$ cat src/rtl/i2c_pkg.sv
// Shared definitions for the I2C slave: sequencer state encoding,
// protocol widths and the R/W bit polarity.
package i2c_pkg;

    localparam int   I2C_DW      = 8;
    localparam int   I2C_ADDR_W  = 7;
    localparam logic I2C_RW_READ = 1'b1;

    typedef enum logic [2:0] {
        ST_IDLE      = 3'd0,
        ST_ADDR      = 3'd1,
        ST_ADDR_ACK  = 3'd2,
        ST_WR_DATA   = 3'd3,
        ST_WR_ACK    = 3'd4,
        ST_RD_DATA   = 3'd5,
        ST_RD_ACK    = 3'd6,
        ST_WAIT_STOP = 3'd7
    } i2c_seq_state_t;

endpackage

$ cat src/rtl/i2c_slave_seq.sv
// I2C slave bit/byte sequencer. Consumes filtered SCL/SDA levels and their
// edge pulses, detects START/STOP, matches the 7-bit address, shifts write
// bytes in (valid/ready handoff) and read bytes out (tx_load request), and
// drives the ACK bit through the open-drain enable sda_oe.
// Optional build macro I2C_GENCALL_EN: also ACK the general-call address
// 7'h00 with R/W=0 and expose the gencall flag.
module i2c_slave_seq
    import i2c_pkg::*;
#(
    parameter logic [I2C_ADDR_W-1:0] SLAVE_ADDR = 7'h42,
    parameter int                    DW         = I2C_DW
) (
    input  logic          clk,
    input  logic          reset,
    input  logic          scl_f,
    input  logic          sda_f,
    input  logic          scl_pe,
    input  logic          scl_ne,
    input  logic          sda_pe,
    input  logic          sda_ne,
    output logic          sda_oe,
    output logic [DW-1:0] rx_data,
    output logic          rx_valid,
    input  logic          rx_ready,
    input  logic [DW-1:0] tx_data,
    output logic          tx_load,
    output logic          start_det,
    output logic          stop_det,
    output logic          busy
`ifdef I2C_GENCALL_EN
    ,
    output logic          gencall
`endif
);

    localparam logic [2:0] IDLE      = 3'(ST_IDLE);
    localparam logic [2:0] ADDR      = 3'(ST_ADDR);
    localparam logic [2:0] ADDR_ACK  = 3'(ST_ADDR_ACK);
    localparam logic [2:0] WR_DATA   = 3'(ST_WR_DATA);
    localparam logic [2:0] WR_ACK    = 3'(ST_WR_ACK);
    localparam logic [2:0] RD_DATA   = 3'(ST_RD_DATA);
    localparam logic [2:0] RD_ACK    = 3'(ST_RD_ACK);
    localparam logic [2:0] WAIT_STOP = 3'(ST_WAIT_STOP);

    logic [2:0]            state;
    logic [3:0]            bit_cnt;
    logic [DW-1:0]         sr;
    logic                  rw;
    logic                  overflow;
    logic                  master_nack;

    logic                  start_cond;
    logic                  stop_cond;
    logic                  bus_cond;
    logic [I2C_ADDR_W-1:0] addr_field;
    logic                  own_hit;
    logic                  gc_hit;
    logic                  addr_ack;
    logic [DW-1:0]         sr_shift;
    logic                  byte_done;

    // Bus conditions: SDA moving while SCL is high.
    assign start_cond = sda_ne & scl_f;
    assign stop_cond  = sda_pe & scl_f;
    assign bus_cond   = start_cond | stop_cond;

    assign addr_field = sr[DW-1:1];
    assign own_hit    = (addr_field == SLAVE_ADDR);
`ifdef I2C_GENCALL_EN
    // General call is a broadcast write only; a general-call read is NACKed.
    assign gc_hit     = (addr_field == '0) && (sr[0] != I2C_RW_READ);
`else
    assign gc_hit     = 1'b0;
`endif
    assign addr_ack   = own_hit | gc_hit;

    assign sr_shift   = {sr[DW-2:0], sda_f};

    // The eighth data bit of a write byte is being sampled this cycle.
    assign byte_done  = ~bus_cond & (state == WR_DATA) & scl_pe & (bit_cnt == 4'd7);

    // Sequencer: bus conditions first, then per-state SCL edge actions.
    always_ff @(posedge clk) begin
        if (reset) begin
            state       <= IDLE;
            bit_cnt     <= 4'd0;
            sr          <= '0;
            rw          <= 1'b0;
            overflow    <= 1'b0;
            master_nack <= 1'b0;
            sda_oe      <= 1'b0;
            tx_load     <= 1'b0;
            start_det   <= 1'b0;
            stop_det    <= 1'b0;
            busy        <= 1'b0;
        end else begin
            tx_load   <= 1'b0;
            start_det <= start_cond;
            stop_det  <= stop_cond;
            if (start_cond) begin
                state    <= ADDR;
                bit_cnt  <= 4'd0;
                sda_oe   <= 1'b0;
                overflow <= 1'b0;
                busy     <= 1'b1;
            end else if (stop_cond) begin
                state    <= IDLE;
                sda_oe   <= 1'b0;
                overflow <= 1'b0;
                busy     <= 1'b0;
            end else begin
                case (state)
                    ADDR: begin
                        if (scl_pe && bit_cnt < 4'd8) begin
                            sr      <= sr_shift;
                            bit_cnt <= bit_cnt + 4'd1;
                        end else if (scl_ne && bit_cnt == 4'd8) begin
                            bit_cnt <= 4'd0;
                            rw      <= sr[0];
                            if (addr_ack) begin
                                sda_oe <= 1'b1;
                                state  <= ADDR_ACK;
                            end else begin
                                state  <= WAIT_STOP;
                            end
                        end
                    end
                    ADDR_ACK: begin
                        if (scl_ne) begin
                            bit_cnt <= 4'd0;
                            if (rw == I2C_RW_READ) begin
                                sr      <= tx_data;
                                tx_load <= 1'b1;
                                sda_oe  <= ~tx_data[DW-1];
                                state   <= RD_DATA;
                            end else begin
                                sda_oe  <= 1'b0;
                                state   <= WR_DATA;
                            end
                        end
                    end
                    WR_DATA: begin
                        if (scl_pe && bit_cnt < 4'd8) begin
                            sr      <= sr_shift;
                            bit_cnt <= bit_cnt + 4'd1;
                            // A byte still waiting for the consumer makes this one overflow.
                            if (byte_done && rx_valid) begin
                                overflow <= 1'b1;
                            end
                        end else if (scl_ne && bit_cnt == 4'd8) begin
                            bit_cnt <= 4'd0;
                            sda_oe  <= ~overflow;
                            state   <= WR_ACK;
                        end
                    end
                    WR_ACK: begin
                        if (scl_ne) begin
                            sda_oe   <= 1'b0;
                            overflow <= 1'b0;
                            bit_cnt  <= 4'd0;
                            state    <= WR_DATA;
                        end
                    end
                    RD_DATA: begin
                        if (scl_pe && bit_cnt < 4'd8) begin
                            bit_cnt <= bit_cnt + 4'd1;
                        end else if (scl_ne && bit_cnt == 4'd8) begin
                            // Release SDA so the master can ACK/NACK.
                            sda_oe      <= 1'b0;
                            bit_cnt     <= 4'd0;
                            master_nack <= 1'b1;
                            state       <= RD_ACK;
                        end else if (scl_ne && bit_cnt != 4'd0) begin
                            sr     <= {sr[DW-2:0], 1'b0};
                            sda_oe <= ~sr[DW-2];
                        end
                    end
                    RD_ACK: begin
                        if (scl_pe) begin
                            master_nack <= sda_f;
                        end else if (scl_ne) begin
                            if (!master_nack) begin
                                sr      <= tx_data;
                                tx_load <= 1'b1;
                                sda_oe  <= ~tx_data[DW-1];
                                bit_cnt <= 4'd0;
                                state   <= RD_DATA;
                            end else begin
                                sda_oe  <= 1'b0;
                                state   <= WAIT_STOP;
                            end
                        end
                    end
                    WAIT_STOP: begin
                        sda_oe <= 1'b0;
                    end
                    IDLE: begin
                        sda_oe <= 1'b0;
                    end
                    default: begin
                        sda_oe <= 1'b0;
                        state  <= IDLE;
                    end
                endcase
            end
        end
    end

    // Write-byte handoff: hold rx_data/rx_valid until the consumer takes it.
    always_ff @(posedge clk) begin
        if (reset) begin
            rx_data  <= '0;
            rx_valid <= 1'b0;
        end else if (byte_done && !rx_valid) begin
            rx_data  <= sr_shift;
            rx_valid <= 1'b1;
        end else if (rx_valid && rx_ready) begin
            rx_valid <= 1'b0;
        end
    end

`ifdef I2C_GENCALL_EN
    // General-call flag: set with the general-call ACK, cleared by any bus condition.
    always_ff @(posedge clk) begin
        if (reset) begin
            gencall <= 1'b0;
        end else if (bus_cond) begin
            gencall <= 1'b0;
        end else if (state == ADDR && scl_ne && bit_cnt == 4'd8 && gc_hit) begin
            gencall <= 1'b1;
        end
    end
`endif

endmodule

$ cat config.mk
export PLATFORM = sky130hd
export DESIGN_NAME = i2c_slave_seq
export DESIGN_NICKNAME = d
export VERILOG_FILES = /design/src/rtl/i2c_pkg.sv /design/src/rtl/i2c_slave_seq.sv
export SDC_FILE = /design/constraint.sdc
export NUM_CORES = 1
export LEC_CHECK = 0
export BUFFER_PORTS_ARGS = -buffer_cell sky130_fd_sc_hd__buf_4
export CAP_MARGIN = 15
export CORE_UTILIZATION = 44
export CTS_CLUSTER_SIZE = 12
export DETAILED_ROUTE_END_ITERATION = 8
export GPL_TIMING_DRIVEN = 0
export PLACE_DENSITY = 0.62
export SLEW_MARGIN = 20
export SYNTH_ARGS = -nofsm -noshare
export SYNTH_HDL_FRONTEND = slang
export SYNTH_SLANG_ARGS = --single-unit
export TNS_END_PERCENT = 10
$ cat constraint.sdc
create_clock -name clk -period 3.3 [get_ports clk]
set_input_delay 0.33 -clock clk [delete_from_list [all_inputs] [get_ports clk]]
set_output_delay 0.33 -clock clk [all_outputs]
set_load 0.02 [all_outputs]
Yosys cells after proc, flatten, opt, wreduce, memory -nomap -nowiden
Cells that the tools add are included.

word-level totals
  bits of input ports = 17
  output and inout port bits = 14
  flip-flop bits (word level) = 32
  word-level logic and storage cells = 167

operators by class
  $lt $le $gt $ge = 1
  bitwise operators = 13
  add/sub/neg operators = 1
  mux-type cells = 65
  equal/unequal tests = 42
  reductions and logical operators = 31

operators by type and width
  cell                                                                   count
  8-bit 2-to-1 mux                                                       9
  3-bit 2-to-1 mux                                                       12
  4-bit != test, second input constant                                   9
  11-bit AND reduction                                                   3
  8-bit case mux with 4 select lines                                     1
  1-bit 2-to-1 mux                                                       30
  2-bit != test, second input constant                                   15
  4-bit 2-to-1 mux                                                       6
  3-bit case mux with 6 select lines                                     1
  3-bit equality test, second input constant                             4
  4-bit case mux with 3 select lines                                     1
  12-bit AND reduction                                                   1
  2-bit by 1-bit != test with 1-bit output, second input constant        5
  2-bit nonzero test                                                     4
  4-bit nonzero test                                                     2
  8-bit nonzero test                                                     1
  2-bit OR reduction                                                     4
  7-bit equality test, second input constant                             1
  1-bit inverter                                                         7
  1-bit case mux with 7 select lines                                     1
  7-bit AND reduction                                                    1
  3-bit by 2-bit equality test with 1-bit output, second input constant  2
  1-bit logical AND                                                      6
  1-bit case mux with 2 select lines                                     3
  other kinds (19)                                                       24

Longest topological paths before layout
  depth in word-level cells = 10
  gate-level depth with buffers = 8
  depth with buffers taken out = 7

Least setup slack after synthesis
OpenSTA, ideal clock, no wires.

  kind = register to register
  from = reg state[2]
  to = reg sr[7]
  data arrival time = 1,597 ps
  path slack = 1,615 ps
  path buffers = 2
  stages on the path, launching flop included = 8
  data required time = 3,212 ps
  period minus slack after synthesis = 1,685 ps
  library setup time = 88 ps
  cells stage by stage = dfxtp_1 buf_6 nor3b_2 o211ai_2 a2111oi_4 buf_6 nor2_2 a311oi_2

on the way
  word-level cells in the longest chain between the ends = 4
  elaborated cells on any way between the ends = 18
  classes of those cells = 14 x eq/ne; 1 x mux; 3 x reduce/logical

RTL lines
  what                                                                                                              RTL line              source
  start, declared                                                                                                   i2c_slave_seq.sv:45   logic [2:0] state;
  start signal, assigned                                                                                            i2c_slave_seq.sv:85   state <= IDLE;
  start signal, assigned                                                                                            i2c_slave_seq.sv:101  state <= ADDR;
  start signal, assigned                                                                                            i2c_slave_seq.sv:107  state <= IDLE;
  3-bit by 2-bit equality test with 1-bit output or 3-bit by 1-bit equality test with 1-bit output (tied branches)  i2c_slave_seq.sv:112  case (state)
  2-bit OR reduction (no source line)                                                                               -
  2-bit by 1-bit != test with 1-bit output (no source line) or 4-bit nonzero test (tied branches)                   -
  12-bit AND reduction (no source line)                                                                             -
  end signal, assigned                                                                                              i2c_slave_seq.sv:115  sr <= sr_shift;
  end signal, assigned                                                                                              i2c_slave_seq.sv:132  sr <= tx_data;
  end signal, assigned                                                                                              i2c_slave_seq.sv:144  sr <= sr_shift;
  end, declared                                                                                                     i2c_slave_seq.sv:47   logic [DW-1:0] sr;

Parallel ways exist; a longest one is shown, timed or not.
A chain may end at the register's enable or synchronous reset.

Worst setup path in the final report
  from = reg state[0]
  to = reg bit_cnt[2]

on the way
  word-level cells in the longest chain between the ends = 4
  elaborated cells on any way between the ends = 16
  classes of those cells = 11 x eq/ne; 1 x mux; 4 x reduce/logical

RTL lines
  what                                                                               RTL line              source
  3-bit by 2-bit equality test with 1-bit output (tied with other cells)             i2c_slave_seq.sv:112
  3-bit OR reduction (no source line) or 2-bit OR reduction (tied branches)          -
  3-bit by 1-bit != test with 1-bit output (no source line) (tied with other cells)  -
  7-bit AND reduction (no source line)                                               -
  end signal, assigned                                                               i2c_slave_seq.sv:116  bit_cnt <= bit_cnt + 4'd1;
  end signal, assigned                                                               i2c_slave_seq.sv:145  bit_cnt <= bit_cnt + 4'd1;
  end signal, assigned                                                               i2c_slave_seq.sv:166  bit_cnt <= bit_cnt + 4'd1;
  end, declared                                                                      i2c_slave_seq.sv:46   logic [3:0] bit_cnt;

Parallel ways exist; a longest one is shown, timed or not.

==> metrics.txt <==
Max-cap violations=0; CTS tree=built; FFs w/ async S/R, synth=0%; io pins=31; root buf cell=clkbuf_8; CP startpoint kind=flop; final global-route overflow total=0; largest net degree at the start of global routing=11; Seq/Total Area, Yosys=37.0%; # diodes=0; final hold slack=317 ps; Pre-antenna DRT Iters=4; Worst R2R End=bit_cnt[2]; starting DRC count in detailed routing=117; Die Ht=64.7 um; Post-synth EDFFs=0; final hold vios=0; pwr/cell area=398 mW/mm^2; antenna violations before repair=0; Post-Route WL=4510 um; outcome=complete, no violations; Worst Max-Slew Pin Slew=803 ps; commonest cells in the netlist=dfxtp_1 (32), nor2_1 (30), nand2_1 (14), nand3_1 (12), mux2i_1 (10); Cells on Worst Hold Path=2; CP Capture Type=flop; DR vias=1712; reg-to-reg slack, setup=1250 ps; core area=0.00372 mm^2; Fmax=487 MHz; number of port buffers=29; Slew Limit Headroom=45.1%; Final nets=256; CP Max Fanout=10; Yosys cell types=52; cts repair resizes=0; Initial Util=46.5%; final slew viol count=0; Final Wtd Congestion=0.931; H-tree Lvls=2; worst r2r src=state[0]; latest clock arrival within the worst-skew pair=280 ps; Crit Path Category=reg -> reg; Tmin final=2050 ps; row cnt=22; DR WL/cell=15.8 um; setup bufs post-CTS=0; Antenna Nets Post-Route=0; Hold EP=overflow; Yosys reg bits=32; Cells after Synth=201; clk slew on worst S/H paths=70 ps; Tot GR Track Use=23.5%; Main synth FF type=dfxtp_1; vias in the first global route=1582; R2R cell count=6; Tcrit/Tclk final=62.2%; die width=64.7 um; clock sink count=32; Final HPWL DP=3400 um; layout overhead on the synthesized area=21.6%; ranking of synthesized cells by area=dfxtp_1 (37%), nor2_1 (6.5%), mux2i_1 (5.8%), a311oi_1 (4.1%), nand3_1 (3.5%); CP startpoint=state[0]; DRC=0; largest area contributor in the netlist=dfxtp_1; Clock Skew=6.77 ps; Static Leakage=0.786 nW; setup TNS=0 ps; peak supply drop=0.249 mV; Setup Viol. Count Final=0; first-pass GRT wire length=7520 um; number of buffers created by CTS=5; hold_sp=scl_ne; required time at the worst-slack endpoint=3480 ps; maximum root-to-sink buffer count=2; syn_area_per_cell=8.60 um^2; Mapped Nets=220; Die Area=0.00418 mm^2; most frequent cell after synthesis=dfxtp_1; hold-fix buffer count after cts=0; CP Data Arrival Time=2230 ps; Yosys warning total=0; share of cells above drive strength 1=22.4%; Post-Syn Area=0.00173 mm^2; post-DR vias/cell=6.01; type of the worst min-delay path=in -> reg; top cell type's share of synthesized area=37.0%; unrepaired setup endpoints after global routing=no
-- cell type report --
type,instances,area (um^2)
Multi-Input combinational cell,149,995
Sequential cell,32,641
Fill cell,367,1610
Inverter,9,33.8
Buffer,11,60.1
Timing Repair Buffer,29,218
Clock buffer,7,96.3
Tap cell,48,60.1
-- registers in the layout, indices dropped and copies added (netlist names) --
| register | flops |
|---|---|
| bit_cnt | 4 |
| busy | 1 |
| master_nack | 1 |
| overflow | 1 |
| rw | 1 |
| rx_data | 8 |
| rx_valid | 1 |
| sda_oe | 1 |
| sr | 8 |
| start_det | 1 |
| state | 3 |
| stop_det | 1 |
| tx_load | 1 |
-- logic make-up (layout without fill, tap and decap cells) --
family	after synthesis	in the layout	synth area share, %
xor+xnor	1	1	0.507
fa+ha+maj	2	2	1.45
flops	32	32	37.0
mux	10	10	5.79
simple gates	84	84	25.5
buf+inv	20	56	5.43
compound gates	52	52	24.2
-- worst max-delay path by stage --
stage               slack (ps)          to  cells after the start
floorplan                 1610       sr[7]                      7
global placement          1340  bit_cnt[2]                      6
detailed placement        1300  bit_cnt[2]                      6
CTS                       1290  bit_cnt[2]                      6
global route              1130  bit_cnt[2]                      6
finish                    1250  bit_cnt[2]                      6
-- where the power goes --
part,switching [mW],total (mW),internal [mW]
registers,0.0117,0.409,0.398
logic,0.0643,0.107,0.0430
clock network,0.135,0.320,0.185
total,0.211,0.837,0.626
-- critical path, stage by stage (launching register included) --
cell and delay [ps]:
dfxtp_1 390, a21bo_2 220, clkbuf_1 420, nor3_1 110, nor3_2 440, o21ai_1 140
a31o_1 240
-- cell usage in the layout (no fill, tap or decap), drive strengths merged, types with 4 or more instances in the layout --
| cell | instances |
|---|---|
| inv | 9 |
| buf | 34 |
| nand2b | 7 |
| a211oi | 4 |
| o21ai | 6 |
| dfxtp | 32 |
| clkbuf | 13 |
| nor2 | 32 |
| a311oi | 9 |
| nand3 | 12 |
| mux2i | 10 |
| o211ai | 4 |
| a21oi | 5 |
| nand2 | 14 |
-- per-layer routing --
| layer | global-route usage (%) | routed length [um] | vias up |
|---|---|---|---|
| met4 | 9.72 | 65 | 0 |
| met1 | 32.1 | 2160 | 816 |
| met5 | 0 | 0 | - |
| met2 | 36.3 | 2020 | 71 |
| met3 | 4.23 | 268 | 7 |
| li1 | - | - | 818 |
-- metrics by stage --
step	area, um^2	setup WS [ps]	utilization (%)	std cells	power, mW
after CTS	2100	1290	56.6	285	0.839
after detailed placement	2010	1300	54.0	278	0.523
after global routing	2100	1130	56.6	285	0.871
after floorplan	1730	1610	-	201	0.480
after global placement	2010	1340	54.0	278	0.520
final	2100	1250	56.6	285	0.837
Note: power is estimated with default switching activity, not from simulation.
